## src/rtl/regfile_2r1w_pkg.sv

```systemverilog
// Shared constants for the 2-read / 1-write register file.
package regfile_2r1w_pkg;

    localparam int          DATA_W   = 32;
    localparam int          ADDR_W   = 5;
    localparam int          NUM_REGS = 2 ** ADDR_W;

    // Architectural zero register: never written, always reads as zero.
    localparam logic [4:0]  REG_ZERO = 5'd0;

endpackage : regfile_2r1w_pkg

```

## src/rtl/regfile_2r1w_word.sv

```systemverilog
// One register-file word: a W-bit flop with synchronous clear and write enable.
module reg_word
    import regfile_2r1w_pkg::*;
#(
    parameter int W = DATA_W
) (
    input  logic         clock,
    input  logic         reset,
    input  logic         wr_en,
    input  logic [W-1:0] wr_data,
    output logic [W-1:0] rd_data
);

    logic [W-1:0] data_d;
    logic [W-1:0] data_q;

    // Next value: load the write data when enabled, otherwise hold.
    always_comb begin
        // NOTE: every path assigns data_d, so no latch is inferred.
        data_d = data_q;
        if (wr_en) begin
            data_d = wr_data;
        end
    end

    // State update; reset wins over any write in the same cycle.
    always_ff @(posedge clock) begin
        // NOTE: non-blocking so every word updates from pre-edge values.
        if (reset) begin
            data_q <= '0;
        end else begin
            data_q <= data_d;
        end
    end

    assign rd_data = data_q;

endmodule : reg_word

```

## src/rtl/regfile_2r1w.sv

```systemverilog
// 32 x 32 register file with two combinational read ports, one synchronous
// write port, hardwired-zero register 0 and optional write-to-read bypass.
module regfile_2r1w #(
    parameter int DATA_W = regfile_2r1w_pkg::DATA_W,
    parameter int ADDR_W = regfile_2r1w_pkg::ADDR_W,
    parameter int BYPASS = 1
) (
    input  logic              clock,
    input  logic              reset,
    input  logic              ctrl_writeEnable,
    input  logic [ADDR_W-1:0] ctrl_writeReg,
    input  logic [DATA_W-1:0] data_writeReg,
    input  logic [ADDR_W-1:0] ctrl_readRegA,
    input  logic [ADDR_W-1:0] ctrl_readRegB,
    output logic [DATA_W-1:0] data_readRegA,
    output logic [DATA_W-1:0] data_readRegB
);

    import regfile_2r1w_pkg::*;

    localparam int                NUM_WORDS = 2 ** ADDR_W;
    localparam logic [ADDR_W-1:0] ZERO_ADDR = ADDR_W'(REG_ZERO);

    logic [NUM_WORDS-1:0] word_we;
    logic [DATA_W-1:0]    word_val [NUM_WORDS];
    logic [DATA_W-1:0]    rd_a_raw;
    logic [DATA_W-1:0]    rd_b_raw;
    logic                 byp_a_hit;
    logic                 byp_b_hit;

    // One-hot write decode; the zero register never receives an enable.
    always_comb begin
        word_we = '0;
        for (int k = 1; k < NUM_WORDS; k++) begin
            word_we[k] = ctrl_writeEnable && (ctrl_writeReg == ADDR_W'(k));
        end
    end

    // Storage: word 0 is a constant, the rest are enabled flops.
    for (genvar k = 0; k < NUM_WORDS; k++) begin : g_word
        if (k == 0) begin : g_zero
            assign word_val[k] = '0;
        end else begin : g_reg
            reg_word #(
                .W (DATA_W)
            ) u_word (
                .clock   (clock),
                .reset   (reset),
                .wr_en   (word_we[k]),
                .wr_data (data_writeReg),
                .rd_data (word_val[k])
            );
        end
    end

    // Read muxes followed by the optional same-cycle forward of write data.
    always_comb begin
        rd_a_raw  = word_val[ctrl_readRegA];
        rd_b_raw  = word_val[ctrl_readRegB];
        byp_a_hit = (BYPASS != 0) && ctrl_writeEnable && !reset &&
                    (ctrl_writeReg != ZERO_ADDR) && (ctrl_writeReg == ctrl_readRegA);
        byp_b_hit = (BYPASS != 0) && ctrl_writeEnable && !reset &&
                    (ctrl_writeReg != ZERO_ADDR) && (ctrl_writeReg == ctrl_readRegB);
        data_readRegA = byp_a_hit ? data_writeReg : rd_a_raw;
        data_readRegB = byp_b_hit ? data_writeReg : rd_b_raw;
    end

endmodule : regfile_2r1w

```

## config.mk

```make
export PLATFORM = sky130hd
export DESIGN_NAME = regfile_2r1w
export DESIGN_NICKNAME = d
export VERILOG_FILES = /design/src/rtl/regfile_2r1w_pkg.sv /design/src/rtl/regfile_2r1w_word.sv /design/src/rtl/regfile_2r1w.sv
export SDC_FILE = /design/constraint.sdc
export NUM_CORES = 2
export LEC_CHECK = 0
export ABC_AREA = 1
export CORE_ASPECT_RATIO = 0.5
export CORE_MARGIN = 2
export CORE_UTILIZATION = 40
export DETAILED_ROUTE_END_ITERATION = 7
export GPL_TIMING_DRIVEN = 1
export PLACE_DENSITY_LB_ADDON = 0.25
export SYNTH_ARGS = -nofsm -noshare
export SYNTH_HDL_FRONTEND = slang
export SYNTH_SLANG_ARGS = --single-unit
export TNS_END_PERCENT = 30
```

## constraint.sdc

```tcl
create_clock -name clock -period 2.9 [get_ports clock]
set_input_delay 0.435 -clock clock [delete_from_list [all_inputs] [get_ports clock]]
set_output_delay 0.435 -clock clock [all_outputs]
set_load 0.005 [all_outputs]
```

* Word-level counts from Yosys, hierarchy flattened
Index checks and enable logic that the tools add are counted.
Widths: inputs -> output; s select.
** Cells by class
- $lt $le $gt $ge :: 2
- Equal/unequal tests :: 33
- Multiplexer cells :: 8
- Bitwise gates (word level) :: 2
- Reductions and logical operators :: 37
** Operators by type and width (number)
- $bmux 32 s5 :: 2
- $mux 32 :: 6
- $eq 5x5->1 const B :: 16
- $eq 5x4->1 const B :: 8
- $logic_and 1x1->1 :: 35
- $eq 5x3->1 const B :: 4
- $ge 6x6->1 const B :: 2
- $not 5->6 :: 2
- $eq 5x2->1 const B :: 2
- $eq 5x5->1 :: 2
- $eq 5x1->1 const B :: 1
- $reduce_bool 5->1 :: 1
- $logic_not 1->1 :: 1
** Storage, ports and cells
- Bits in registers :: 992
- Bits of input ports :: 50
- Output and inout bits :: 64
- Logic and storage cells :: 113

* Depth between registers and ports, before layout
- Depth in word-level cells :: 5
- Gate-level depth with buffers :: 12
- Gate-level depth less buffers :: 9

* Cells and area by module
A second synthesis with hierarchy kept.
** Unflattened totals
- Cells, all modules :: 11898
- Area total of the unflattened synthesis :: 65350.2 um2
** By module, submodules not included
- reg_word :: times used 31, cells each 203, area an instance 1338.8 um2, sequential area each 640.6 um2
- regfile_2r1w :: times used 1, cells each 5605, area an instance 23847.9 um2, sequential area each 0.0 um2

* Worst setup path after synthesis
Ideal clock, no wire load.
- Path kind :: input to output
- Start point :: input port ctrl_readRegB[2]
- End point :: output port data_readRegB[1]
- Data arrival time :: 1.601 ns
- Setup slack :: 0.864 ns
- Cell stages on the path :: 9
- Path through :: buf_2 -> clkinv_1 -> clkbuf_1 -> buf_1 -> nand3_1 -> nand3_1 -> nand3_1 -> nand3_1 -> nand2_1
** Between the ends
- Cells in the longest elaborated chain, start to end :: 5
- Elaborated cells between the ends (all ways) :: 7
** Ends and longest elaborated chain
- start: declaration :: RTL line regfile_2r1w.sv:14 : input logic [ADDR_W-1:0] ctrl_readRegB,
- $not 5->6 (not written as such) :: RTL line regfile_2r1w.sv:59 : rd_b_raw = word_val[ctrl_readRegB];
- $bmux 32 s5 :: RTL line regfile_2r1w.sv:59
- $mux 32 (not written as such) (2 in series) :: RTL line regfile_2r1w.sv:59
- $mux 32 (*) :: RTL line regfile_2r1w.sv:65 : data_readRegB = byp_b_hit ? data_writeReg : rd_b_raw;
- end: declaration :: RTL line regfile_2r1w.sv:16 : output logic [DATA_W-1:0] data_readRegB
Every way passes the cells marked *; elsewhere a longest branch is shown, timed or not. The select of a mux whose other input is x is not followed.

* Final worst setup path
- Start point :: input port ctrl_readRegB[0]
- End point :: output port data_readRegB[19]
The elaborated chain is that of the path after synthesis.

==> flow_summary_export.csv <==
group,metric,value,unit
outcome,outcome,"complete, but fails checks",
outcome,violations,"design-rule violations, negative setup slack",
timing,max_freq,342.9,MHz
grt,antenna_found_initial,9,
run,cap_violations,0,
synth,synth.cell_area,56740,sq um
synth,syn_inst,9188,
synth,netlist.area_leader.share,35.00,%
synth,syn-num-nets,9238,
clock_tree,path_clk_slew,0.06,ns
drt,detail_route.wl_per_cell,22.00,um
cells_and_area,fillers,14052,
synth,yosysTopAreaCell,"dfxtp_1",
setup_path,end_kind,"primary output",
clock_tree,cts.sinks,992,
timing,worst_pin_slew,1.123,ns
floorplanning,rows,97,
floorplanning,coreArea,140400,sq um
power,p_per_area,502.5,nW/um^2
timing,slew_viol_final,0,
cells_and_area,layout.nets,9024,
timing,rsz0062_at_grt,"true",
drt,drt-pass1-iter-count,8,
timing,period_share,100.6,%
floorplanning,start_util,40.41,%
placement,portBuffers,113,
grt,overflow,0,
cells_and_area,final_common_cell,"nand2_1",
timing,fin_hold_ws,0.3175,ns
min_path,hp-start,"reset",
cells_and_area,largest_reg_flops,992,
drt,drt_iter0_drc,8956,
setup_path,path_cells,"buf_12 -> buf_16 -> buf_4 -> clkbuf_16 -> nand2_1 -> nand3_1 -> nand3_1 -> nand3_1 -> nand3_1 -> nand3_1 -> nand2_1 -> clkdlybuf4s50_1",
synth,synth_area_leaders,"dfxtp_1 (35%), nand3_1 (17%), nand2_1 (17%), a211oi_1 (11%), nor2_1 (6.4%)",
clock_tree,clock_latency,0.71,ns
setup_path,crit_arrival,2.48,ns
synth,ys_warn_count,0,
placement,post-place-cells,10741,
setup_path,r2r_start,"g_word[23].g_reg.u_word.rd_data[12]$_SDFFE_PP0P_",
placement,dp_slack,-0.4886,ns
setup_path,crit_path_frequent_cell,"nand3_1",
clock_tree,cts_made_buffers,101,
cells_and_area,fin_area,66820,sq um
placement,gp_congestion,0.9344,
synth,yosysUniqueCellTypes,20,
clock_tree,htree_levels,3,
grt,grt_pass1_wl,357800,um
floorplanning,die_y,270.3,um
setup_path,path_class,"input port to primary output",
cells_and_area,final_cells,10942,
timing,final-hold-violation-count,0,
drt,viasPerCell,5.689,
floorplanning,dieArea,145100,sq um
placement,place_area,62430,sq um
cells_and_area,final_cell_mix,"nand2_1 (2,480), nand3_1 (1,869), dfxtp_1 (985)",
floorplanning,io_pins,114,
synth,ys_ff_latch,992,
placement,hpwlAfterDp,150600,um
timing,period_minus_slack,2.916,ns
drt,routed_wl,240800,um
timing,fin_tns_setup,-0.02116,ns
setup_path,path_delay_family,"buffers and inverters",
cells_and_area,drive_gt1_share,8.811,%
clock_tree,root_buffer,"clkbuf_16",
setup_path,critPathMaxStageDelay,0.45,ns
setup_path,critPathSlowestCell,"clkdlybuf4s50_1",
clock_tree,clk_path_buf_depth,3,
drt,ant_nets,0,
floorplanning,die_w,536.7,um
timing,setup_slack,-0.01600,ns
power,p_leak,0.02875,uW
power,peakVddDrop,0.0004968,V
setup_path,cp.required,2.47,ns
setup_path,start_kind,"input port",
grt,grt_use_total,31.85,%
min_path,worstHoldPathType,"input port to register",
timing,slew_headroom,25.15,%
clock_tree,tritoncts,"yes",
setup_path,worstPathMaxFanout,17,
grt,first_global_vias,54643,
drt,num_vias,62247,
synth,ys_seq_area_share,35.00,%
timing,skew,0,ns
synth,syn_area_per_cell,6.176,sq um
drt,drc,2,
timing,finalSetupViolations,2,
setup_path,startpoint,"ctrl_readRegB[0]",
setup_path,path_buf_inv,5,
cells_and_area,synthToLayoutAreaGrowth,17.76,%
grt,grt_max_degree,178,
worst reg2reg max path, cell delays in order, from the launching register on:
cell and delay (ns):
dfxtp_1 0.32, inv_1 0.07, a211oi_1 0.25
layer usage:
layer  part of all wire (%)  global-route usage, %
met5                  0.019                      0
met4                    3.8                  11.66
met3                     13                  8.602
met2                     40                  44.80
met1                     43                  45.89
through the flow:
step                      power, uW  utilization (%)
after floorplan               17050                -
after CTS                     33370            47.06
after detailed placement      19390            44.46
final                         33580            47.59
after global routing          34560            47.59
after global placement        19380            44.46
synth_stat cells:
master / number
nor2_4: 5
xor2_1: 4
clkinv_1: 1
a211oi_1: 832
dfxtp_1: 992
nor2_2: 7
nor2_1: 970
buf_1: 197
clkbuf_1: 514
nor3_1: 1
buf_4: 4
a21oi_1: 162
nand2_2: 14
clkbuf_2: 28
inv_2: 16
inv_1: 843
nand2_1: 2495
nand4_1: 2
buf_2: 143
nand3_1: 1958
final timing paths:
check	slack, ns	cells past startpoint	endpoint
worst max-delay path	-0.02	12	data_readRegB[19]
worst min register to register	0.47	2	g_word[1].g_reg.u_word.rd_data[2]$_SDFFE_PP0P_
worst min-delay path	0.32	3	g_word[5].g_reg.u_word.rd_data[28]$_SDFFE_PP0P_
worst max register to register	2.16	2	g_word[23].g_reg.u_word.rd_data[12]$_SDFFE_PP0P_
repair_timing:
action                                  4_1_cts  5_1_grt
pin swaps                                     3       16
endpoints found under the setup margin       64       62
setup buffers                                 0        6
hold endpoints to repair                      1        0
hold buffers                                  1        0
gates cloned                                  0        4
resized for setup                            37      122
area by class of cell:
class | count | area [sq um] | area share [%]
diodes | 4 | 10.01 | 0.01498
clock buffers | 145 | 2997 | 4.484
clock inverters | 41 | 485.5 | 0.7265
inverters | 860 | 3292 | 4.926
multi-input cells | 6450 | 30860 | 46.19
flip-flops and latches | 992 | 19870 | 29.73
well taps | 1881 | 2354 | 3.522
repair buffers | 569 | 6954 | 10.41
where the power goes:
group          leakage [uW]  internal (uW)  switching, uW
clock network       0.00173           8060           6100
registers           0.00801          13800           48.0
logic                0.0190           1890           3690
total                0.0287          23700           9840
cell families after synthesis:
kind of cell           after synthesis  share of synthesized area (%)
XOR/XNOR                             4                        0.06173
AO/OA/AOI/OAI                      994                          12.44
AND/OR/NAND/NOR                   5452                          40.55
buffers and inverters             1746                          11.95
flip-flops                         992                          35.00
(Power assumes the default switching activity.)
